--- config.mk ---
export PLATFORM = sky130hd
export DESIGN_NAME = mem_arbiter_flat
export DESIGN_NICKNAME = d
export VERILOG_FILES = /design/src/rtl/mem_arbiter_pkg.sv /design/src/rtl/mem_arbiter_if.sv /design/src/rtl/mem_arbiter_wdog.sv /design/src/rtl/mem_arbiter.sv /design/src/flat_wrapper.sv
export SDC_FILE = /design/constraint.sdc
export NUM_CORES = 1
export LEC_CHECK = 0
export ABC_AREA = 1
export BUFFER_PORTS_ARGS = -buffer_cell sky130_fd_sc_hd__buf_2
export CAP_MARGIN = 20
export CORE_AREA = 2 2 123 125
export DETAILED_ROUTE_END_ITERATION = 8
export DIE_AREA = 0 0 125 127
export GPL_TIMING_DRIVEN = 0
export PLACE_DENSITY = 0.64
export SLEW_MARGIN = 20
export SYNTH_ARGS = -nofsm -noshare
export SYNTH_HDL_FRONTEND = slang
export SYNTH_HIERARCHICAL = 1
export SYNTH_SLANG_ARGS = --single-unit
--- constraint.sdc ---
create_clock -name clk -period 2.9 [get_ports clk]
set_input_delay 0 -clock clk [delete_from_list [all_inputs] [get_ports clk]]
set_output_delay 0 -clock clk [all_outputs]
set_load 0.03 [all_outputs]
--- src/rtl/mem_arbiter_pkg.sv ---
`default_nettype none
// ============================================================================
// Module   : mem_arbiter_pkg
// Purpose  : Shared types and constants for the main-memory arbiter: FSM
//            state encoding, default bus widths and watchdog sizing.
// Ports    : none (package)
// Revision : 1.0 - initial release
// ============================================================================
package mem_arbiter_pkg;

    localparam int C_ADDR_W   = 16;   // byte address width
    localparam int C_LINE_W   = 64;   // cache line / memory data width
    localparam int C_WDOG_MAX = 31;   // BUSY cycles allowed before abort
    localparam int C_WDOG_W   = 5;    // watchdog counter width

    typedef enum logic [1:0] {
        ST_IDLE   = 2'd0,
        ST_I_BUSY = 2'd1,
        ST_D_BUSY = 2'd2,
        ST_TURN   = 2'd3
    } arb_state_t;

endpackage : mem_arbiter_pkg
`default_nettype wire

--- src/rtl/mem_arbiter_if.sv ---
`default_nettype none
// ============================================================================
// Module   : mem_arbiter_if
// Purpose  : Bundles the I-cache, D-cache and memory-side signals of the
//            arbiter. The arbiter connects through modport slave; the
//            surrounding caches/memory (or a bench) use modport master.
// Ports    : I side  : i_req, i_addr -> i_rdy
//            D side  : d_req, d_we, d_addr, d_wdata -> d_rdy, d_inProg
//            Memory  : mem_rdy, mem_rdata -> mem_re, mem_we, mem_addr,
//                      mem_wdata
//            Shared  : rdata (read line), wdog_err (sticky abort flag)
// Revision : 1.0 - initial release
// ============================================================================
interface mem_arbiter_if
    import mem_arbiter_pkg::*;
#(
    parameter int ADDR_W = C_ADDR_W,
    parameter int LINE_W = C_LINE_W
) ();

    logic              i_req;
    logic [ADDR_W-1:0] i_addr;
    logic              d_req;
    logic              d_we;
    logic [ADDR_W-1:0] d_addr;
    logic [LINE_W-1:0] d_wdata;
    logic              mem_rdy;
    logic [LINE_W-1:0] mem_rdata;

    logic              mem_re;
    logic              mem_we;
    logic [ADDR_W-1:0] mem_addr;
    logic [LINE_W-1:0] mem_wdata;
    logic              i_rdy;
    logic              d_rdy;
    logic [LINE_W-1:0] rdata;
    logic              d_inProg;
    logic              wdog_err;

    modport slave (
        input  i_req, i_addr, d_req, d_we, d_addr, d_wdata, mem_rdy, mem_rdata,
        output mem_re, mem_we, mem_addr, mem_wdata, i_rdy, d_rdy, rdata,
               d_inProg, wdog_err
    );

    modport master (
        output i_req, i_addr, d_req, d_we, d_addr, d_wdata, mem_rdy, mem_rdata,
        input  mem_re, mem_we, mem_addr, mem_wdata, i_rdy, d_rdy, rdata,
               d_inProg, wdog_err
    );

endinterface : mem_arbiter_if
`default_nettype wire

--- src/rtl/mem_arbiter_wdog.sv ---
`default_nettype none
// ============================================================================
// Module   : mem_arbiter_wdog
// Purpose  : Grant watchdog. Counts BUSY cycles of the current grant and
//            signals an abort when the grant has been open WDOG_MAX cycles
//            without completion. The error flag is sticky until reset.
// Ports    : clk, rst_n  - clock, async active-low reset
//            clr_i       - hold counter at zero (arbiter not busy)
//            en_i        - count this cycle (arbiter busy)
//            done_i      - memory completion this cycle
//            expire_o    - abort the current grant this cycle
//            err_o       - sticky watchdog error
// Revision : 1.0 - initial release
// ============================================================================
module mem_arbiter_wdog
    import mem_arbiter_pkg::*;
#(
    parameter int WDOG_MAX = C_WDOG_MAX
) (
    input  wire logic clk,
    input  wire logic rst_n,
    input  wire logic clr_i,
    input  wire logic en_i,
    input  wire logic done_i,
    output logic      expire_o,
    output logic      err_o
);

    logic [C_WDOG_W-1:0] cnt_q;
    logic                err_q;

    // The counter reads 0 in the first BUSY cycle, so WDOG_MAX-1 marks the
    // WDOG_MAX-th cycle. A completion in that same cycle takes precedence.
    assign expire_o = en_i & ~done_i & (cnt_q == C_WDOG_W'(WDOG_MAX - 1));
    assign err_o    = err_q;

    always_ff @(posedge clk or negedge rst_n) begin
        if (!rst_n) begin
            cnt_q <= '0;
            err_q <= 1'b0;
        end else begin
            if (clr_i) begin
                cnt_q <= '0;
            end else if (en_i) begin
                cnt_q <= cnt_q + 1'b1;
            end
            if (expire_o) begin
                err_q <= 1'b1;
            end
        end
    end

endmodule : mem_arbiter_wdog
`default_nettype wire

--- src/rtl/mem_arbiter.sv ---
`default_nettype none
// ============================================================================
// Module   : mem_arbiter
// Purpose  : Shares one multi-cycle main memory between the I-cache fill path
//            and the D-cache fill/writeback path. Grants one requester at a
//            time, drives registered memory strobes/address/data, routes the
//            completion pulse back, and aborts hung grants via a watchdog.
// Ports    : clk    - clock, rising edge
//            rst_n  - asynchronous active-low reset
//            bus    - mem_arbiter_if.slave (cache and memory signals)
// Revision : 1.0 - initial release
// ============================================================================
module mem_arbiter
    import mem_arbiter_pkg::*;
#(
    parameter int ADDR_W   = C_ADDR_W,
    parameter int LINE_W   = C_LINE_W,
    parameter int WDOG_MAX = C_WDOG_MAX
) (
    input  wire logic     clk,
    input  wire logic     rst_n,
    mem_arbiter_if.slave  bus
);

    arb_state_t        state_q;
    logic              last_d_q;
    logic              mem_re_q;
    logic              mem_we_q;
    logic [ADDR_W-1:0] addr_q;
    logic [LINE_W-1:0] wdata_q;

    logic w_d_wins;
    logic w_busy;
    logic w_expire;
    logic w_wdog_err;

    // D normally has priority, but a pending I request wins right after a
    // D grant so the I side can never be starved by back-to-back D traffic.
    assign w_d_wins = bus.d_req & ~(bus.i_req & last_d_q);
    assign w_busy   = (state_q == ST_I_BUSY) | (state_q == ST_D_BUSY);

    mem_arbiter_wdog #(
        .WDOG_MAX (WDOG_MAX)
    ) u_wdog (
        .clk      (clk),
        .rst_n    (rst_n),
        .clr_i    (state_q == ST_IDLE),
        .en_i     (w_busy),
        .done_i   (bus.mem_rdy),
        .expire_o (w_expire),
        .err_o    (w_wdog_err)
    );

    always_ff @(posedge clk or negedge rst_n) begin
        if (!rst_n) begin
            state_q  <= ST_IDLE;
            last_d_q <= 1'b0;
            mem_re_q <= 1'b0;
            mem_we_q <= 1'b0;
            addr_q   <= '0;
            wdata_q  <= '0;
        end else begin
            case (state_q)
                ST_IDLE: begin
                    if (w_d_wins) begin
                        state_q  <= ST_D_BUSY;
                        last_d_q <= 1'b1;
                        addr_q   <= bus.d_addr;
                        mem_re_q <= ~bus.d_we;
                        mem_we_q <= bus.d_we;
                        if (bus.d_we) begin
                            wdata_q <= bus.d_wdata;
                        end
                    end else if (bus.i_req) begin
                        state_q  <= ST_I_BUSY;
                        last_d_q <= 1'b0;
                        addr_q   <= bus.i_addr;
                        mem_re_q <= 1'b1;
                        mem_we_q <= 1'b0;
                    end
                end
                ST_I_BUSY, ST_D_BUSY: begin
                    // Completion or watchdog abort both close the grant.
                    if (bus.mem_rdy || w_expire) begin
                        state_q  <= ST_TURN;
                        mem_re_q <= 1'b0;
                        mem_we_q <= 1'b0;
                    end
                end
                ST_TURN: begin
                    state_q <= ST_IDLE;
                end
                default: begin
                    state_q <= ST_IDLE;
                end
            endcase
        end
    end

    assign bus.mem_re    = mem_re_q;
    assign bus.mem_we    = mem_we_q;
    assign bus.mem_addr  = addr_q;
    assign bus.mem_wdata = wdata_q;
    assign bus.i_rdy     = (state_q == ST_I_BUSY) & bus.mem_rdy;
    assign bus.d_rdy     = (state_q == ST_D_BUSY) & bus.mem_rdy;
    assign bus.rdata     = bus.mem_rdata;
    assign bus.d_inProg  = (state_q == ST_D_BUSY) | ((state_q == ST_IDLE) & w_d_wins);
    assign bus.wdog_err  = w_wdog_err;

endmodule : mem_arbiter
`default_nettype wire
--- src/flat_wrapper.sv ---
// flat-port wrapper written by rule: the top's interface ports become plain ports
module mem_arbiter_flat import mem_arbiter_pkg::*;
#(
    parameter int ADDR_W   = C_ADDR_W,
    parameter int LINE_W   = C_LINE_W,
    parameter int WDOG_MAX = C_WDOG_MAX
)
  (clk, rst_n, bus_i_req, bus_i_addr, bus_d_req, bus_d_we, bus_d_addr, bus_d_wdata, bus_mem_rdy, bus_mem_rdata, bus_mem_re, bus_mem_we, bus_mem_addr, bus_mem_wdata, bus_i_rdy, bus_d_rdy, bus_rdata, bus_d_inProg, bus_wdog_err);
  mem_arbiter_if #(.ADDR_W(ADDR_W), .LINE_W(LINE_W)) bus_i ();
  input  wire logic clk;
  input  wire logic rst_n;
  input wire logic [$bits(bus_i.i_req)-1:0] bus_i_req;
  input wire logic [$bits(bus_i.i_addr)-1:0] bus_i_addr;
  input wire logic [$bits(bus_i.d_req)-1:0] bus_d_req;
  input wire logic [$bits(bus_i.d_we)-1:0] bus_d_we;
  input wire logic [$bits(bus_i.d_addr)-1:0] bus_d_addr;
  input wire logic [$bits(bus_i.d_wdata)-1:0] bus_d_wdata;
  input wire logic [$bits(bus_i.mem_rdy)-1:0] bus_mem_rdy;
  input wire logic [$bits(bus_i.mem_rdata)-1:0] bus_mem_rdata;
  output wire logic [$bits(bus_i.mem_re)-1:0] bus_mem_re;
  output wire logic [$bits(bus_i.mem_we)-1:0] bus_mem_we;
  output wire logic [$bits(bus_i.mem_addr)-1:0] bus_mem_addr;
  output wire logic [$bits(bus_i.mem_wdata)-1:0] bus_mem_wdata;
  output wire logic [$bits(bus_i.i_rdy)-1:0] bus_i_rdy;
  output wire logic [$bits(bus_i.d_rdy)-1:0] bus_d_rdy;
  output wire logic [$bits(bus_i.rdata)-1:0] bus_rdata;
  output wire logic [$bits(bus_i.d_inProg)-1:0] bus_d_inProg;
  output wire logic [$bits(bus_i.wdog_err)-1:0] bus_wdog_err;
  assign bus_i.i_req = bus_i_req;
  assign bus_i.i_addr = bus_i_addr;
  assign bus_i.d_req = bus_d_req;
  assign bus_i.d_we = bus_d_we;
  assign bus_i.d_addr = bus_d_addr;
  assign bus_i.d_wdata = bus_d_wdata;
  assign bus_i.mem_rdy = bus_mem_rdy;
  assign bus_i.mem_rdata = bus_mem_rdata;
  assign bus_mem_re = bus_i.mem_re;
  assign bus_mem_we = bus_i.mem_we;
  assign bus_mem_addr = bus_i.mem_addr;
  assign bus_mem_wdata = bus_i.mem_wdata;
  assign bus_i_rdy = bus_i.i_rdy;
  assign bus_d_rdy = bus_i.d_rdy;
  assign bus_rdata = bus_i.rdata;
  assign bus_d_inProg = bus_i.d_inProg;
  assign bus_wdog_err = bus_i.wdog_err;
  mem_arbiter #(.ADDR_W(ADDR_W), .LINE_W(LINE_W), .WDOG_MAX(WDOG_MAX)) u_core (.clk(clk), .rst_n(rst_n), .bus(bus_i));
endmodule
==> reports/results.txt, run 1 <==
outcome - completed
Slew @ Worst Pin - 0.452 ns
worst setup path start - u_core/last_d_q$_DFFE_PN0P_
worst-path maximum fanout - 10
Synth top area share - 50.4%
max-slew violations - 0
PortBufs - 251
Hold Path End - u_core/bus.mem_addr[3]$_DFFE_PN0P_
cells after synthesis - 552
Hold Violations, Final - 0
maximum vdd drop - 473 uV
Hold Startpoint - bus_d_addr[3]
Crit Path Class - reg -> reg
Vias - 4,787
final worst path period share - 70.6%
Vias/cell - 4.35
Bufs on Longest Clock Path - 2
flops & latches, synth - 91
worst-skew pair later-pin latency - 0.35 ns
vias in the first global route - 4,726
Hold Path Class - in -> reg
clock root cell - clkbuf_16
Synth Area per Inst - 8.19 um2
largest net degree at the start of global routing - 49
fin nets - 1,083
most common cell in the netlist - nand2_1
maximum clock rate - 488 MHz
All-Layer GR Usage - 18.2%
top-level port count - 316
post-synthesis async set-or-reset flop share - 100%
DRT iter0 DRCs - 186
Max Cap Viol - 0
Tmin final - 2.05 ns
area grow syn2layout - 62.7%
Power per Cell Area - 951 nW/um2
Worst EP required - 3.13 ns
Post-synth top cells - nand2_1, dfrtp_1, buf_4, o21ai_0, nand3_1
Pleak - 0.00416 uW
Yosys warning count - 6
number of CTS-inserted buffers - 9
post-route ant nets - 0
Residual DRC - 0
Slew headroom - 69.9%
post_cts resized - 0
DRT Pass-1 Iters - 4
Syn Nets - 723
skew final - 0.00635 ns
grt ovf - 0
layout cells sized above 1 - 38.8%
Hold Path Depth - 5
drt wl/cell - 13.5 um
Antenna diodes - 0
r2r setup slk - 0.85 ns
CTS clk-pin slew, worst paths - 0.06 ns
Synth cell types - 21
CTS tree - yes
die width - 125 um
leading area contributor after synthesis - dfrtp_1
first-pass GRT wire length - 23,100 um
Setup-failing EPs final - 0
ys flop type - dfrtp_1
dpl hpwl - 10,200 um
Area contributors post-synth - dfrtp_1, nand2_1, buf_4
num rows - 44
Routed WL - 14,800 um
CP arrival - 2.28 ns
worst r2r dst - u_core/bus.mem_addr[10]$_DFFE_PN0P_
Sink Count - 91
Worst Reg-to-Reg Cells - 9
r2r startpoint - u_core/last_d_q$_DFFE_PN0P_
number of synthesized flops with an enable pin - 0
Core Area - 14,400 um2
Hold Slack - 0.0101 ns
unrepaired setup endpoints after global routing - false
Setup TNS Final - 0 ns
crit end category - register
die area - 15,900 um2
initial antenna violation count - 0
Cell Area, Synth - 4520 um2
Initial Util - 31.3%
GP Congestion - 0.779
Worst setup SP type - register
Die H - 127 um
sequential-to-total area share from yosys stat - 50.4%
H-tree Lvls - 3
[critical path, cell delays in order (launching register included)]
cell           delay [ns]
dfrtp_1              0.38
nand2_1              0.09
buf_2                0.22
nand2_1              0.18
buf_4                0.22
nand2_1              0.12
nand2_1              0.06
dlygate4sd3_1        0.55
nand2_1              0.06
nand2_1              0.05
[cells in the final DEF (no fill, tap or decap), types with 3 or more instances in the layout]
master           n
ha_1             5
buf_4           65
clkbuf_1         9
bufinv_16        3
dfrtp_1         91
buf_2          259
dlygate4sd3_1   97
nand3_1         22
clkbuf_16        9
nand2_1        240
nor2_1          10
buf_6            8
inv_1           17
o21ai_0         65
[power by group]
group,switching (uW),total (uW),internal (uW)
logic,2460,3530,1070
clock network,500,1340,840
registers,281,2120,1840
[registers in the layout (all words and copies together) (netlist names)]
name,flops
u_core/bus.mem_addr,16
u_core/bus.mem_re,1
u_core/bus.mem_wdata,64
u_core/bus.mem_we,1
u_core/last_d_q,1
u_core/state_q,2
u_core/u_wdog/cnt_q,5
u_core/u_wdog/err_o,1
[logic make-up after synthesis]
group,count (synthesis),share of synthesized area [%]
flops,91,50.4
buf+inv,109,15.9
simple gates,279,24.8
compound gates,68,7.59
fa+ha+maj,5,1.38
[how the worst max path moves through the flow]
| stage | endpoint |
|---|---|
| finish | u_core/bus.mem_addr[10]$_DFFE_PN0P_ |
| global route | u_core/bus.mem_addr[12]$_DFFE_PN0P_ |
| detailed placement | u_core/bus.mem_wdata[16]$_DFFE_PN0P_ |
| global placement | u_core/bus.mem_addr[3]$_DFFE_PN0P_ |
| CTS | u_core/bus.mem_addr[12]$_DFFE_PN0P_ |
| floorplan | u_core/bus.mem_we$_DFFE_PN0P_ |
[what timing repair did]
item                      in CTS  in global routing
hold buffers                  97                  0
hold endpoints to repair     172                  0
buffers inserted               0                  0
[metrics by stage]
stage | power, uW | area [um2] | instances | worst slack, ns | utilization, %
2_1_floorplan | 4430 | 4520 | 552 | 1.32 | -
3_3_place_gp | 5490 | 6010 | 987 | 0.867 | 41.6
3_5_place_dp | 5530 | 6040 | 988 | 1.00 | 41.9
4_1_cts | 7040 | 7350 | 1101 | 0.893 | 51.0
5_1_grt | 7490 | 7350 | 1101 | 0.664 | 51.0
6_report | 6990 | 7350 | 1101 | 0.852 | 51.0
[layer usage]
| layer | wire, um | vias to the layer above | global-route usage (%) |
|---|---|---|---|
| met5 | 0 | - | 0 |
| met4 | 426 | 0 | 9.08 |
| met3 | 1180 | 28 | 5.19 |
| met2 | 7400 | 234 | 31.5 |
| met1 | 5810 | 2138 | 20.6 |
| li1 | - | 2387 | - |
[final cells by class]
| type | count | area [um2] |
|---|---|---|
| fillers | 1332 | 7070 |
| multi-input cells | 352 | 1520 |
| plain buffers | 91 | 651 |
| clock buffers | 9 | 225 |
| flip-flops and latches | 91 | 2280 |
| repair buffers | 349 | 2260 |
| inverters | 18 | 67.6 |
| clock inverters | 7 | 116 |
| well taps | 184 | 230 |
Note: power is estimated with default switching activity, not from simulation.
==> run 2: changes to the inputs <==
--- a/config.mk
+++ b/config.mk
@@ -8,9 +8,9 @@
 export ABC_AREA = 1
 export BUFFER_PORTS_ARGS = -buffer_cell sky130_fd_sc_hd__buf_2
 export CAP_MARGIN = 20
-export CORE_AREA = 2 2 123 125
+export CORE_AREA = 2 2 124 126
 export DETAILED_ROUTE_END_ITERATION = 8
-export DIE_AREA = 0 0 125 127
+export DIE_AREA = 0 0 126 128
 export GPL_TIMING_DRIVEN = 0
 export PLACE_DENSITY = 0.64
 export SLEW_MARGIN = 20
==> constraint.sdc (replaced) <==
create_clock -name clk -period 1.9 [get_ports clk]
set_input_delay 0 -clock clk [delete_from_list [all_inputs] [get_ports clk]]
set_output_delay 0 -clock clk [all_outputs]
set_load 0.03 [all_outputs]
==> run 2 against run 1 <==
Against the previous run:
- combinational power up 53%
- sequential share of layout area up 0.053 points
- clock power up 36%
- die area up 1.6%
- critical path depth up 3
- cell count up 0.36%
- largest power group unchanged
- highest routed layer is now met5
==> reports/results.txt, run 2 (same netlist as run 1, synthesis figures left out) <==
outcome - completed (unchanged)
area grow syn2layout - 62.4% (was 62.7%)
Worst setup SP type - register (unchanged)
Antenna diodes - 0 (unchanged)
initial antenna violation count - 1 (was 0)
worst-path maximum fanout - 8 (was 10)
largest net degree at the start of global routing - 48 (was 49)
Residual DRC - 0 (unchanged)
grt ovf - 0 (unchanged)
Routed WL - 14,700 um (was 14,800 um)
Hold Violations, Final - 0 (unchanged)
Initial Util - 30.4% (was 31.3%)
Hold Slack - 0.0212 ns (was 0.0101 ns)
CTS tree - yes (unchanged)
Core Area - 14,900 um2 (was 14,400 um2)
maximum clock rate - 578 MHz (was 488 MHz)
Die H - 128 um (was 127 um)
PortBufs - 251 (unchanged)
unrepaired setup endpoints after global routing - false (unchanged)
Power per Cell Area - 1430 nW/um2 (was 951 nW/um2)
layout cells sized above 1 - 39.0% (was 38.8%)
Vias - 4,852 (was 4,787)
vias in the first global route - 4,593 (was 4,726)
Final Instance Area - 7340 um2 (was 7350 um2)
max-slew violations - 0 (unchanged)
Slew @ Worst Pin - 0.463 ns (was 0.452 ns)
Tmin final - 1.73 ns (was 2.05 ns)
num rows - 45 (was 44)
drt wl/cell - 13.3 um (was 13.5 um)
post-route setup slack - 0.170 ns (was 0.852 ns)
DRT iter0 DRCs - 204 (was 186)
Max Cap Viol - 0 (unchanged)
Vias/cell - 4.39 (was 4.35)
maximum vdd drop - 871 uV (was 473 uV)
Setup WS pre-CTS - -0.000427 ns (was 1.00 ns)
worst-skew pair later-pin latency - 0.34 ns (was 0.35 ns)
number of CTS-inserted buffers - 9 (unchanged)
total power - 10,500 uW (was 6990 uW)
GP Congestion - 0.781 (was 0.779)
Sink Count - 91 (unchanged)
H-tree Lvls - 3 (unchanged)
max FFs per register - 64 (unchanged)
Hold Path Class - in -> reg (unchanged)
first-pass GRT wire length - 22,700 um (was 23,100 um)
final worst path period share - 91.1% (was 70.6%)
CP arrival - 2.01 ns (was 2.28 ns)
clock root cell - clkbuf_16 (unchanged)
die width - 126 um (was 125 um)
crit end category - register (unchanged)
Worst EP required - 2.18 ns (was 3.13 ns)
fin nets - 1,083 (unchanged)
skew final - 0.00641 ns (was 0.00635 ns)
DRT Pass-1 Iters - 4 (unchanged)
post-route ant nets - 0 (unchanged)
commonest non-fill, non-tap cells in the layout - buf_2, nand2_1, dlygate4sd3_1 (unchanged)
Slew headroom - 69.1% (was 69.9%)
CTS clk-pin slew, worst paths - 0.07 ns (was 0.06 ns)
placed cell area - 6040 um2 (about the same)
Setup-failing EPs final - 0 (unchanged)
All-Layer GR Usage - 17.4% (was 18.2%)
Crit Path Class - reg -> reg (unchanged)
dpl hpwl - 10,100 um (was 10,200 um)
Pleak - 0.00414 uW (was 0.00416 uW)
die area - 16,100 um2 (was 15,900 um2)
top-level port count - 316 (unchanged)
commonest non-fill, non-tap cell in the layout - buf_2 (unchanged)
Bufs on Longest Clock Path - 2 (unchanged)
-- run 2: final cells by class --
type                            count  area, um2
Fill cell                        1399       7520
Sequential cell                    91       2280
Timing Repair Buffer              349       2260
Multi-Input combinational cell    352       1540
Buffer                             91        656
Clock buffer                       10        239
Tap cell                          188        235
Inverter                           18       67.6
Clock inverter                      6       65.1
-- run 2: worst max-delay path, cell delays in order (launching register included) --
cell	delay [ns]
dfrtp_1	0.40
inv_1	0.10
ha_4	0.33
nand2_1	0.07
nor3_1	0.12
nand2_1	0.09
inv_1	0.06
nor2_1	0.04
nand2_1	0.09
nand2_1	0.08
nor2_1	0.16
nand2_1	0.07
nand2_1	0.06
-- run 2: per-layer routing --
metal	track usage, %	wire length, um
met1	20.1	5610
met2	30.6	7370
met3	5.93	1410
met4	5.56	260
met5	0	13
-- run 2: what timing repair did --
item	4_1_cts	5_1_grt
pin swaps	0	0
setup endpoints to repair	57	10
hold endpoints to repair	169	0
buffers inserted	0	0
cloned	0	0
hold buffers	97	0
gates resized for setup	1	4
-- run 2: worst paths after layout --
check                                                startpoint                              endpoint  slack, ns  depth (start not counted)
min in group asynchronous                                 rst_n  u_core/bus.mem_wdata[20]$_DFFE_PN0P_       0.15                          2
worst min-delay path                              bus_d_addr[3]    u_core/bus.mem_addr[3]$_DFFE_PN0P_       0.02                          5
worst max-delay path              u_core/state_q[1]$_DFFE_PN0P_         u_core/bus.mem_we$_DFFE_PN0P_       0.17                         12
worst max register to register    u_core/state_q[1]$_DFFE_PN0P_         u_core/bus.mem_we$_DFFE_PN0P_       0.17                         12
worst min register to register  u_core/u_wdog/err_o$_DFFE_PN0P_       u_core/u_wdog/err_o$_DFFE_PN0P_       0.46                          2
max in group asynchronous                                 rst_n         u_core/state_q[1]$_DFFE_PN0P_       1.17                          3
-- run 2: stage by stage --
step	util (%)	std cells	TNS, ns
after global routing	49.4	1105	0
after CTS	49.3	1105	0
after floorplan	-	552	0
final	49.4	1105	0
after detailed placement	40.7	992	-0.000831
after global placement	40.4	991	-6.99
-- run 2: power breakdown --
part | leakage, uW | internal, uW | switching (uW)
logic | 0.00285 | 1650 | 3740
registers | 0.00114 | 2810 | 452
clock network | 0.000148 | 1060 | 765
total | 0.00414 | 5520 | 4960
